===== src/rtl/uart_pkg.sv =====
// Shared UART definitions: receiver state encoding, frame delimiters and the
// baud divider calculation used by both the receiver and the transmitter.
package uart_pkg;

  localparam int UART_DATA_BITS = 8;

  // Frame delimiters recognised by the downstream control FSM.
  localparam logic [7:0] UART_SOF = 8'hFE;
  localparam logic [7:0] UART_EOF = 8'hEF;

  typedef enum logic [2:0] {
    IDLE,
    START,
    DATA,
    PARITY,
    STOP,
    WAIT_HIGH
  } uart_rx_state_t;

  // Clocks per oversample tick, rounded to nearest.
  function automatic int uart_tick_div(input int clk_freq, input int baud, input int oversample);
    return (clk_freq + (baud * oversample) / 2) / (baud * oversample);
  endfunction

endpackage


===== src/rtl/uart_baud_tick.sv =====
// Free-running oversample tick generator: one-cycle pulse every TICK_DIV clocks.
// Never re-phased; the receiver tolerates the resulting one-tick phase error.
module uart_baud_tick
  import uart_pkg::*;
#(
  parameter int CLK_FREQ   = 50000000,
  parameter int BAUD       = 115200,
  parameter int OVERSAMPLE = 16
) (
  input  logic clk,
  input  logic reset,
  output logic tick
);

  localparam int TICK_DIV = uart_tick_div(CLK_FREQ, BAUD, OVERSAMPLE);
  localparam int CW       = $clog2(TICK_DIV + 1);

  logic [CW-1:0] div_cnt_reg;

  always_ff @(posedge clk) begin
    if (reset) begin
      div_cnt_reg <= '0;
      tick        <= 1'b0;
    end else if (div_cnt_reg == CW'(TICK_DIV - 1)) begin
      div_cnt_reg <= '0;
      tick        <= 1'b1;
    end else begin
      div_cnt_reg <= div_cnt_reg + CW'(1);
      tick        <= 1'b0;
    end
  end

endmodule


===== src/rtl/uart_rx_byte.sv =====
// Oversampling 8N1 UART receiver; good bytes appear on Rx_value with a one-cycle
// Rx_interrupt strobe. Define UART_RX_PARITY_EN for an even-parity bit and parity_error.
module uart_rx_byte
  import uart_pkg::*;
#(
  parameter int CLK_FREQ   = 50000000,
  parameter int BAUD       = 115200,
  parameter int OVERSAMPLE = 16
) (
  input  logic       clk,
  input  logic       reset,
  input  logic       rx_serial,
  output logic       Rx_interrupt,
  output logic [7:0] Rx_value,
  output logic       framing_error,
`ifdef UART_RX_PARITY_EN
  output logic       parity_error,
`endif
  output logic       rx_busy
);

  localparam int SW = $clog2(OVERSAMPLE);
  localparam logic [SW-1:0] S_MID  = SW'(OVERSAMPLE / 2 - 1);
  localparam logic [SW-1:0] S_LAST = SW'(OVERSAMPLE - 1);
  localparam logic [2:0]    B_LAST = 3'(UART_DATA_BITS - 1);

  logic           tick;
  logic           rx_meta_reg;
  logic           rx_s_reg;
  uart_rx_state_t state_reg;
  logic [SW-1:0]  s_cnt_reg;
  logic [2:0]     b_cnt_reg;
  logic [7:0]     shift_reg;
`ifdef UART_RX_PARITY_EN
  logic           parity_bit_reg;
`endif

  uart_baud_tick #(
    .CLK_FREQ  (CLK_FREQ),
    .BAUD      (BAUD),
    .OVERSAMPLE(OVERSAMPLE)
  ) u_baud_tick (
    .clk  (clk),
    .reset(reset),
    .tick (tick)
  );

  always_ff @(posedge clk) begin
    if (reset) begin
      rx_meta_reg   <= 1'b1;
      rx_s_reg      <= 1'b1;
      state_reg     <= IDLE;
      s_cnt_reg     <= '0;
      b_cnt_reg     <= '0;
      shift_reg     <= '0;
      Rx_value      <= 8'h00;
      Rx_interrupt  <= 1'b0;
      framing_error <= 1'b0;
      rx_busy       <= 1'b0;
`ifdef UART_RX_PARITY_EN
      parity_bit_reg <= 1'b0;
      parity_error   <= 1'b0;
`endif
    end else begin
      rx_meta_reg   <= rx_serial;
      rx_s_reg      <= rx_meta_reg;
      Rx_interrupt  <= 1'b0;
      framing_error <= 1'b0;
`ifdef UART_RX_PARITY_EN
      parity_error  <= 1'b0;
`endif
      if (tick) begin
        case (state_reg)
          IDLE: begin
            if (!rx_s_reg) begin
              state_reg <= START;
              s_cnt_reg <= '0;
              rx_busy   <= 1'b1;
            end
          end
          START: begin
            if (s_cnt_reg == S_MID) begin
              // Restarting the count here puts every later sample at mid-bit.
              s_cnt_reg <= '0;
              if (rx_s_reg) begin
                state_reg <= IDLE;
                rx_busy   <= 1'b0;
              end else begin
                state_reg <= DATA;
                b_cnt_reg <= '0;
              end
            end else begin
              s_cnt_reg <= s_cnt_reg + SW'(1);
            end
          end
          DATA: begin
            if (s_cnt_reg == S_LAST) begin
              s_cnt_reg            <= '0;
              shift_reg[b_cnt_reg] <= rx_s_reg;
              if (b_cnt_reg == B_LAST) begin
`ifdef UART_RX_PARITY_EN
                state_reg <= PARITY;
`else
                state_reg <= STOP;
`endif
              end else begin
                b_cnt_reg <= b_cnt_reg + 3'd1;
              end
            end else begin
              s_cnt_reg <= s_cnt_reg + SW'(1);
            end
          end
`ifdef UART_RX_PARITY_EN
          PARITY: begin
            if (s_cnt_reg == S_LAST) begin
              s_cnt_reg      <= '0;
              parity_bit_reg <= rx_s_reg;
              state_reg      <= STOP;
            end else begin
              s_cnt_reg <= s_cnt_reg + SW'(1);
            end
          end
`endif
          STOP: begin
            if (s_cnt_reg == S_LAST) begin
              s_cnt_reg <= '0;
              if (rx_s_reg) begin
                state_reg <= IDLE;
                rx_busy   <= 1'b0;
`ifdef UART_RX_PARITY_EN
                if (parity_bit_reg != ^shift_reg) begin
                  parity_error <= 1'b1;
                end else begin
                  Rx_value     <= shift_reg;
                  Rx_interrupt <= 1'b1;
                end
`else
                Rx_value     <= shift_reg;
                Rx_interrupt <= 1'b1;
`endif
              end else begin
                framing_error <= 1'b1;
                state_reg     <= WAIT_HIGH;
              end
            end else begin
              s_cnt_reg <= s_cnt_reg + SW'(1);
            end
          end
          WAIT_HIGH: begin
            // A held-low line (break) must release before a new start can be seen.
            if (rx_s_reg) begin
              state_reg <= IDLE;
              rx_busy   <= 1'b0;
            end
          end
          default: begin
            state_reg <= IDLE;
            rx_busy   <= 1'b0;
          end
        endcase
      end
    end
  end

endmodule


===== config.mk =====
export PLATFORM = sky130hd
export DESIGN_NAME = uart_rx_byte
export DESIGN_NICKNAME = d
export VERILOG_FILES = /design/src/rtl/uart_pkg.sv /design/src/rtl/uart_baud_tick.sv /design/src/rtl/uart_rx_byte.sv
export SDC_FILE = /design/constraint.sdc
export NUM_CORES = 1
export LEC_CHECK = 0
export CAP_MARGIN = 20
export CORE_MARGIN = 4
export CORE_UTILIZATION = 50
export CTS_CLUSTER_DIAMETER = 40
export CTS_CLUSTER_SIZE = 30
export DETAILED_ROUTE_END_ITERATION = 8
export GPL_ROUTABILITY_DRIVEN = 0
export MAX_ROUTING_LAYER = met4
export PLACE_DENSITY = 0.8
export SLEW_MARGIN = 20
export SYNTH_ARGS = -nofsm -noshare
export SYNTH_HDL_FRONTEND = slang
export SYNTH_SLANG_ARGS = --single-unit

===== constraint.sdc =====
create_clock -name clk -period 1.71 [get_ports clk]
set_input_delay 0.342 -clock clk [delete_from_list [all_inputs] [get_ports clk]]
set_output_delay 0.342 -clock clk [all_outputs]
set_load 0.01 [all_outputs]

==> impl_metrics.py <==
metrics = {
    "sta": {
        "finClkSkew_ns": 0.01451,
        "slew_headroom": 0.7499,
        "rsz0062_at_grt": "yes",
        "hold_viol_final": 0,
        "whs_ns": 0.4561,
        "setup-tns-final_ns": 0,
        "post-route-min-period_ns": 1.694,
        "fmax_mhz": 590.5,
        "slew_viol_final": 0,
        "setup_ws_ns": 0.01638,
        "period_share": 0.9904,
        "tightest_slew_ns": 0.3712,
        "setup-violations-final": 0,
    },
    "detailed_routing": {
        "routed_via_density": 5.453,
        "drtIter0Drc": 41,
        "drc": 0,
        "ant_nets": 0,
        "routedWlPerCell_um": 13.78,
        "wl_um": 3555,
        "num_vias": 1407,
        "drtPass1Iterations": 4,
    },
    "layout": {
        "drive_gt1_frac": 0.2123,
        "final_area_um2": 2120,
        "antennaDiodeCount": 0,
        "syn_to_final_growth_pct": 21.17,
        "fill_cells": 290,
        "num-nets-final": 220,
    },
    "run_status": {
        "status": "complete, no violations",
    },
    "power_and_ir_drop": {
        "vdd_drop_max_v": 0.0005544,
        "comb_power_share": 0.037,
        "p_int_mw": 1.087,
        "pwr-share-clk": 0.335,
        "power_switching_mw": 0.3094,
        "seq_power_share": 0.628,
        "power_leakage_nw": 0.9166,
        "p_sw_frac": 0.2216,
        "p_per_area_nw_per_um2": 658.7,
    },
    "logic_synthesis": {
        "syn_nets": 194,
        "yosys_register_bits": 37,
        "yosys_warnings": 0,
        "synth_edf_count": 0,
        "synth_common_cells": "37 x dfxtp_1, 30 x nor2_1, 18 x mux2i_1, 10 x nand2_1, 6 x nand4_1",
        "syn-mean-instance-area_um2": 9.404,
        "ys_top_cells_by_area": "dfxtp_1 42%, mux2i_1 10%, nor2_1 6.4%, ha_1 3.6%, nand4b_1 2.5%",
        "synth_top_area_frac": 0.4235,
        "ys_seq_area_frac": 0.4235,
        "synth.largest_area_cell": "dfxtp_1",
        "async_flop_share": 0,
        "syn_area_um2": 1749,
        "synthFlopType": "dfxtp_1",
        "synth_most_common_cell": "dfxtp_1",
        "synthCells": 186,
        "synth.distinct_cells": 47,
    },
    "worst_setup_path": {
        "crit_arrival_ns": 1.93,
        "end_kind": "flop",
        "cp.required_ns": 1.95,
        "start_kind": "flop",
        "path_max_fanout": 2,
        "crit_type": "reg -> reg",
    },
    "clock_network": {
        "cts.clk_slew.worst_paths_ns": 0.11,
        "numCtsBuffers": 5,
        "cts_sinks": 37,
        "ctsLongestPathBuffers": 2,
        "htreeDepth": 2,
        "insertion_delay_ns": 0.34,
        "ctsHoldBuffers": 0,
        "tritoncts": "done",
        "clockRootBuffer": "clkbuf_4",
    },
    "placed_design": {
        "dp_slack_ns": -0.05819,
        "dp_hpwl_um": 2572,
        "numPortBuffers": 13,
        "placed_area_um2": 2022,
    },
    "floorplanning": {
        "coreArea_um2": 3363,
        "initial_core_util": 0.5201,
        "die-area_um2": 4508,
        "rows": 21,
        "fp.dieH_um": 67.15,
        "io_pins": 14,
        "die_x_um": 67.15,
    },
    "run": {
        "cap_violations": 0,
    },
    "global_routing": {
        "grt_max_degree": 26,
        "grt_pass1_vias": 1381,
        "antenna_found_initial": 0,
        "grt_util_all_layers": 0.1857,
        "grt_pass1_wl_um": 6085,
        "grt_overflow": 0,
    },
    "min_path": {
        "hold_path_class": "reg -> reg",
    },
}
-- routing by layer --
metal / track usage / vias to the layer above / wire, µm
met5: - / - / 0
met4: 0.1038 / 0 / 74
met3: 0.05158 / 6 / 107
met2: 0.2994 / 20 / 1761
met1: 0.2066 / 661 / 1612
li1: - / 720 / -
-- cell type report --
cell class	count	area [µm²]	share of cell area
multi-input combinational	136	987.2	0.4658
sequential	37	745.7	0.3518
timing repair buffer	29	262.8	0.1240
tap	46	57.56	0.02715
clock buffer	7	55.05	0.02597
inverter	3	11.26	0.005313
-- worst paths after layout --
kind	startpoint	endpoint	slack, ns	depth (start not counted)
max	b_cnt_reg[1]	b_cnt_reg[0]	0.02	6
min	rx_meta_reg	rx_s_reg	0.46	1
max reg2reg	b_cnt_reg[1]	b_cnt_reg[0]	0.02	6
min reg2reg	rx_meta_reg	rx_s_reg	0.46	1
-- placed cells by master, fill, tap and decap left out, types with 4 or more instances in the layout --
| cell | instances |
|---|---|
| nor2b_1 | 4 |
| nand4_1 | 6 |
| buf_4 | 15 |
| dfxtp_1 | 33 |
| nand4b_1 | 5 |
| clkdlybuf4s50_1 | 13 |
| nand2_1 | 10 |
| mux2i_1 | 18 |
| dfxtp_2 | 4 |
| or2_2 | 4 |
| nand3_1 | 5 |
| nor2_1 | 30 |
| xor2_1 | 4 |
| clkbuf_4 | 5 |
-- worst max-delay path, cell delays in order, from the launching register on --
cell and delay, ns:
dfxtp_2 0.35, ha_4 0.16, ha_4 0.15, or3b_4 0.36, a21oi_2 0.15, o211ai_2 0.11
mux2_4 0.31
-- cell families (layout without fill, tap and decap cells) --
kind of cell	Yosys count	in the layout	share of synthesized area
AND/OR/NAND/NOR	84	84	0.2654
adder cells (fa/ha/maj)	5	5	0.03577
flip-flops	37	37	0.4235
multiplexers	19	19	0.1116
buffers and inverters	13	39	0.03433
AO/OA/AOI/OAI	22	22	0.09944
XOR/XNOR	6	6	0.03004
-- through the flow --
stage | total power [mW] | cells | utilization
final | 1.396 | 258 | 0.6302
after CTS | 1.407 | 257 | 0.6176
after floorplan | 0.9248 | 186 | -
after global placement | 0.9441 | 250 | 0.6012
after global routing | 1.451 | 258 | 0.6302
after detailed placement | 0.9464 | 250 | 0.6012
-- repair_timing --
item                       CTS  global route
setup endpoints to repair    1             8
buffers inserted             0             1
gates resized for setup      2             9
pin swaps                    0             2
-- power by group through the flow --
stage,logic (mW),clock network [mW],registers [mW]
floorplan,0.0301,0,0.895
global placement,0.0484,0,0.896
detailed placement,0.0501,0,0.896
CTS,0.0502,0.480,0.877
global route,0.0565,0.516,0.879
finish,0.0514,0.468,0.876
Note: power is estimated with default switching activity, not from simulation.
